==> config.mk <==
export PLATFORM = sky130hd
export DESIGN_NAME = redmule_tcdm_splitter
export DESIGN_NICKNAME = d
export VERILOG_FILES = /design/src/rtl/redmule_tcdm_splitter.sv
export SDC_FILE = /design/constraint.sdc
export NUM_CORES = 1
export LEC_CHECK = 0
export ABC_AREA = 0
export CAP_MARGIN = 10
export CORE_AREA = 5 5 286 288
export CTS_CLUSTER_SIZE = 8
export DETAILED_ROUTE_END_ITERATION = 10
export DIE_AREA = 0 0 291 293
export SETUP_SLACK_MARGIN = 0.3
export SLEW_MARGIN = 40
export SYNTH_ARGS = -nofsm -noshare
export SYNTH_HDL_FRONTEND = slang
export SYNTH_SLANG_ARGS = --single-unit
==> constraint.sdc <==
create_clock -name clk_i -period 3.2 [get_ports clk_i]
set_clock_uncertainty 0.05 [all_clocks]
set_input_delay 0.64 -clock clk_i [delete_from_list [all_inputs] [get_ports clk_i]]
set_output_delay 0.64 -clock clk_i [all_outputs]
set_load 0.02 [all_outputs]
==> src/rtl/redmule_tcdm_splitter.sv <==
// Splits one wide TCDM master port into MP independent 32-bit TCDM lanes.
// Lane grants are collected individually. The wide grant fires in the cycle
// the last outstanding lane is granted. Lane responses are buffered per lane
// and merged into one wide response once every lane has a beat available.
module redmule_tcdm_splitter #(
  parameter int unsigned MP         = 4,
  parameter int unsigned DW         = 32 * MP,
  parameter int unsigned AW         = 32,
  parameter int unsigned RespDepth  = 2,
  parameter int unsigned LaneStride = 4
) (
  input  logic             clk_i,
  input  logic             rst_ni,
  // wide side (accelerator streamer)
  input  logic             wide_req_i,
  output logic             wide_gnt_o,
  input  logic [AW-1:0]    wide_add_i,
  input  logic             wide_wen_i,
  input  logic [DW/8-1:0]  wide_be_i,
  input  logic [DW-1:0]    wide_data_i,
  output logic [DW-1:0]    wide_r_data_o,
  output logic             wide_r_valid_o,
  output logic             wide_r_opc_o,
  // lane side (cluster interconnect)
  output logic [MP-1:0]    lane_req_o,
  input  logic [MP-1:0]    lane_gnt_i,
  output logic [MP*AW-1:0] lane_add_o,
  output logic [MP-1:0]    lane_wen_o,
  output logic [MP*4-1:0]  lane_be_o,
  output logic [MP*32-1:0] lane_data_o,
  input  logic [MP*32-1:0] lane_r_data_i,
  input  logic [MP-1:0]    lane_r_valid_i,
  input  logic [MP-1:0]    lane_r_opc_i,
  // status
  output logic             idle_o,
  output logic             overflow_o
);

  localparam int unsigned CW = $clog2(RespDepth + 1);
  localparam int unsigned PW = (RespDepth > 1) ? $clog2(RespDepth) : 1;

  typedef struct packed {
    logic        opc;
    logic [31:0] data;
  } beat_t;

  logic [MP-1:0] gnt_q;
  logic [CW-1:0] outstanding_q;
  logic          overflow_q;

  beat_t         fifo_mem [MP][RespDepth];
  logic [PW-1:0] rd_ptr_q [MP];
  logic [PW-1:0] wr_ptr_q [MP];
  logic [CW-1:0] count_q  [MP];

  logic          issue_ok;
  logic [MP-1:0] lane_gnt_hit;
  logic [MP-1:0] empty, full, avail, opc_vec;
  logic [MP-1:0] pop, push, wr_en, drop;
  logic          dec_ok;

  function automatic logic [PW-1:0] ptr_inc(input logic [PW-1:0] p);
    return (p == PW'(RespDepth - 1)) ? '0 : p + PW'(1);
  endfunction

  // Request side: a lane asks until it is granted, then waits for the others.
  assign issue_ok     = outstanding_q < CW'(RespDepth);
  assign lane_req_o   = {MP{wide_req_i & issue_ok}} & ~gnt_q;
  assign lane_gnt_hit = lane_req_o & lane_gnt_i;
  assign wide_gnt_o   = wide_req_i & issue_ok & (&(gnt_q | lane_gnt_hit));

  assign lane_wen_o  = {MP{wide_wen_i}};
  assign lane_be_o   = wide_be_i;
  assign lane_data_o = wide_data_i;

  // Per-lane address: consecutive words starting at the wide address.
  always_comb begin
    for (int ii = 0; ii < MP; ii++) begin
      lane_add_o[ii*AW +: AW] = wide_add_i + AW'(ii * LaneStride);
    end
  end

  // Merge: take each lane's FIFO head, or bypass the live beat when empty.
  always_comb begin
    // NOTE: every variable gets a default first, so no path leaves it unassigned (no latch).
    wide_r_data_o = '0;
    opc_vec       = '0;
    empty         = '0;
    full          = '0;
    for (int ii = 0; ii < MP; ii++) begin
      empty[ii] = (count_q[ii] == '0);
      full[ii]  = (count_q[ii] == CW'(RespDepth));
      if (empty[ii]) begin
        wide_r_data_o[32*ii +: 32] = lane_r_data_i[32*ii +: 32];
        opc_vec[ii]                = lane_r_opc_i[ii];
      end else begin
        wide_r_data_o[32*ii +: 32] = fifo_mem[ii][rd_ptr_q[ii]].data;
        opc_vec[ii]                = fifo_mem[ii][rd_ptr_q[ii]].opc;
      end
    end
  end

  assign avail          = ~empty | lane_r_valid_i;
  assign wide_r_valid_o = &avail;
  assign wide_r_opc_o   = wide_r_valid_o & (|opc_vec);

  // A bypassed beat is consumed directly and never enters the FIFO.
  assign pop    = {MP{wide_r_valid_o}} & ~empty;
  assign push   = lane_r_valid_i & ~({MP{wide_r_valid_o}} & empty);
  assign wr_en  = push & (~full | pop);
  assign drop   = push & full & ~pop;
  assign dec_ok = wide_r_valid_o & (outstanding_q != '0);

  assign idle_o     = (outstanding_q == '0) & (gnt_q == '0) & (&empty);
  assign overflow_o = overflow_q;

  // Grant bookkeeping, outstanding counter and sticky overflow flag.
  always_ff @(posedge clk_i or negedge rst_ni) begin
    if (!rst_ni) begin
      gnt_q         <= '0;
      outstanding_q <= '0;
      overflow_q    <= 1'b0;
    end else begin
      // NOTE: sequential state uses non-blocking assignments only, so every
      // register samples pre-edge values regardless of statement order.
      gnt_q      <= wide_gnt_o ? '0 : (gnt_q | lane_gnt_hit);
      overflow_q <= overflow_q | (|drop);
      if (wide_gnt_o && !dec_ok) begin
        outstanding_q <= outstanding_q + CW'(1);
      end else if (!wide_gnt_o && dec_ok) begin
        outstanding_q <= outstanding_q - CW'(1);
      end
    end
  end

  // Per-lane FIFO pointers and occupancy.
  always_ff @(posedge clk_i or negedge rst_ni) begin
    if (!rst_ni) begin
      for (int ii = 0; ii < MP; ii++) begin
        rd_ptr_q[ii] <= '0;
        wr_ptr_q[ii] <= '0;
        count_q[ii]  <= '0;
      end
    end else begin
      for (int ii = 0; ii < MP; ii++) begin
        if (pop[ii])   rd_ptr_q[ii] <= ptr_inc(rd_ptr_q[ii]);
        if (wr_en[ii]) wr_ptr_q[ii] <= ptr_inc(wr_ptr_q[ii]);
        if (wr_en[ii] && !pop[ii]) begin
          count_q[ii] <= count_q[ii] + CW'(1);
        end else if (!wr_en[ii] && pop[ii]) begin
          count_q[ii] <= count_q[ii] - CW'(1);
        end
      end
    end
  end

  // FIFO storage.
  // NOTE: storage is not reset; the reset pointers/counts mark it empty, and
  // leaving it out of reset lets it map onto plain flops or RAM.
  always_ff @(posedge clk_i) begin
    for (int ii = 0; ii < MP; ii++) begin
      if (wr_en[ii]) begin
        fifo_mem[ii][wr_ptr_q[ii]] <= '{opc: lane_r_opc_i[ii], data: lane_r_data_i[32*ii +: 32]};
      end
    end
  end

endmodule

==> out/qor.yml <==
run_status:
  status: "finished clean"
pwr:
  switching_share_pct: 39.3
  pwr-share-seq_pct: 30.0
  p_leak_nw: 8.45
  internal-power_mw: 11.9
  p_per_area_nw_per_um2: 888
  clkPwrFrac_pct: 21.9
  total_power_mw: 19.5
  peakVddDrop_v: 0.000517
  p_sw_mw: 7.66
  comb_power_share_pct: 48.1
yosys:
  synth_edf_count: 264
  synth_area_per_cell_um2: 11.8
  yosys_warnings: 0
  ys_seq_elements: 287
  syn_nets: 1607
  synth_area_um2: 15100
  synth_cell_types: 50
  synth-seq-area-share_pct: 56.4
  async_flop_share_pct: 8.01
  synth_ff_type: "edfxtp_1"
  synth_cells: 1278
timing:
  fin_crit_ns: 2.96
  fin_crit_sh_pct: 92.6
  finalHoldViolations: 0
  setup_violations: 0
  fmax_mhz: 337
  maxSlewHeadroom_pct: 62.5
  slew_viol_final: 0
  rsz0062_at_grt: "true"
  worst_pin_slew_ns: 0.555
  setup_slack_ns: 0.236
route:
  wl_per_cell_um: 18.7
  routed_wl_mm: 51.7
  vias: 10900
  ant_nets: 0
  route.detailed.drc: 0
  via_per_inst: 3.93
  drtIter0Drc: 517
  firstDrtPassIters: 4
critical_path:
  regToRegStartpoint: "count_q[7]"
  r2r_slack_ns: 0.67
  path_cells: "buf_2, nand3_4, or4_4, buf_6, nor3_4, xor2_1, buf_4, buf_12"
  crit_type: "input port to primary output"
  critPathCaptureType: "primary output"
  crit_buf_inv: 4
  reg2reg_to: "count_q[1]"
  critPathTopFamily: "simple AND/OR/NAND/NOR gates"
  crit_arrival_ns: 2.27
  cp_slowest_cell: "or4_4"
  reg2regPathDepth: 9
  cp-start-kind: "input port"
  max_stage_delay_ns: 0.58
  path_max_fanout: 6
  required_ns: 2.51
grt:
  grt_use_total_pct: 11.4
  gr-total-overflow: 0
  antenna_found_initial: 7
  grt_max_degree: 68
  grt_pass1_vias: 11400
  grt_pass1_wl_mm: 74.5
die:
  num_io_pins: 733
  die_w_um: 291
  coreArea_um2: 78600
  die-area_um2: 85300
  die_h_um: 293
  initial_core_util_pct: 19.2
  rows: 103
run:
  maxCapViolations: 0
clocking:
  cts_buffers: 43
  cts_tree: "done"
  cts_buffer_depth: 3
  htreeDepth: 2
  clock-sinks: 287
  clkTransAtPathRegs_ns: 0.05
  worstSkewPairLatency_ns: 0.56
  clockRootBuffer: "clkbuf_16"
layout:
  drive_gt1_share_pct: 25.0
  final_core_util_pct: 28.0
  nNetsFinal: 2011
  syn2layout_area_growth_pct: 46.0
placement:
  gp_congestion: 0.877
  port_buffers: 429
  place_hpwl_mm: 38.8
  detailedPlace.worstSlack_ns: -0.693
hold_path:
  hp-class: "input port to asynchronous set/reset pin"
cell usage after synthesis (2+ instances only):
library cell  count  area, um2
or2_2             5       31.3
nor3b_1           3       22.5
a22oi_1           2       15.0
o41ai_1           4       35.0
nand4_1          17        106
xor2_1           39        342
inv_1            12       45.0
buf_2            26        130
and4_1            4       35.0
nor4_1            7       43.8
ha_1              9        113
xnor2_1          67        587
nand3_1          26        130
o22ai_1           3       18.8
and2_1            2       12.5
edfxtp_1        264       7930
buf_4           194       1460
nor2b_1           6       37.5
o21ai_0         129        646
a21boi_2          3       33.8
or4_1             2       15.0
nor3_2            3       30.0
or3_1             2       12.5
nor3_1           18       90.1
dfrtp_1          23        576
o211ai_2          4       50.1
nand2b_1          2       12.5
clkbuf_1         36        135
a21oi_1           5       25.0
and3_1           12       75.1
nand2_4           4       45.0
mux2i_1         132       1320
nand2_1         158        593
nor2_1           36        135
buf_1             4       15.0
cell usage in the layout (no fill, tap or decap), types with 18 or more instances in the layout:
cell,n
xor2_1,39
mux2i_1,132
clkdlybuf4s50_1,190
clkbuf_2,32
buf_4,173
buf_12,29
nand2_1,156
clkbuf_16,43
dlygate4sd2_1,134
buf_2,26
o21ai_0,123
clkbuf_1,18
edfxtp_1,264
xnor2_1,63
nand3_1,22
nor2_1,26
kinds of logic after synthesis:
group / synth area share, %
muxes: 8.77
buffers and inverters: 12.1
AOI/OAI and AO/OA: 5.77
adders and majority gates: 0.747
and+or+nand+nor: 10.0
xor gates and xnor gates: 6.16
DFF: 56.4
final cells by class:
class                   count  area, um2
well taps                1050       1310
repair buffers            619       5650
multi-input cells         718       5150
diodes                      6       15.0
clock inverters             7        143
flip-flops and latches    287       8520
fillers                  8150      56600
inverters                  13       56.3
clock buffers              61       1140
power by group through the flow:
stage / logic [mW] / registers (mW) / clock network, mW
after detailed placement: 10.0 / 5.91 / 0
after floorplan: 5.57 / 5.67 / 0
final: 9.38 / 5.86 / 4.27
after global routing: 10.2 / 5.96 / 4.61
after CTS: 9.58 / 5.88 / 4.46
after global placement: 9.94 / 5.86 / 0
repair_timing:
action                                  in CTS  in global routing
endpoints found under the setup margin     214                 74
hold buffers                                 0                  0
setup buffers                               19                  6
pin swaps                                   19                 16
cloned                                       4                  0
gates resized for setup                    450                122
per-stage QoR:
step / area, um2 / TNS, ns / cells / hold WS (ns)
3_3_place_gp: 20400 / -54.55 / 2656 / 0.417
2_1_floorplan: 15100 / 0 / 1278 / 0.294
6_report: 22000 / 0 / 2761 / 0.414
5_1_grt: 22000 / 0 / 2756 / 0.409
3_5_place_dp: 20500 / -46.84 / 2658 / 0.421
4_1_cts: 22000 / 0 / 2749 / 0.380
state kept, by name, indices dropped and copies added, names as in the netlist:
signal         cells
fifo_mem         264
gnt_q              4
count_q            8
overflow_o         1
rd_ptr_q           4
outstanding_q      2
wr_ptr_q           4
worst max path at each step:
| stage | endpoint | cells after the start | start | slack (ns) |
|---|---|---|---|---|
| after floorplan | lane_add_o[127] | 6 | wide_add_i[3] | 0.32 |
| after global placement | lane_add_o[115] | 9 | wide_add_i[6] | -0.67 |
| after detailed placement | lane_add_o[115] | 8 | wide_add_i[7] | -0.69 |
| after CTS | wide_r_data_o[39] | 4 | rd_ptr_q[2] | 0.09 |
| after global routing | lane_add_o[127] | 8 | wide_add_i[12] | 0.19 |
| final | lane_add_o[127] | 8 | wide_add_i[12] | 0.24 |
metal layers:
| metal | routed length [um] | GRT usage (%) | vias up |
|---|---|---|---|
| met5 | 23 | 0.222 | - |
| met4 | 2390 | 5.16 | 4 |
| met3 | 4740 | 4.64 | 127 |
| met2 | 25300 | 19.7 | 494 |
| met1 | 19300 | 12.2 | 5083 |
| li1 | - | - | 5152 |
(Power assumes the default switching activity.)
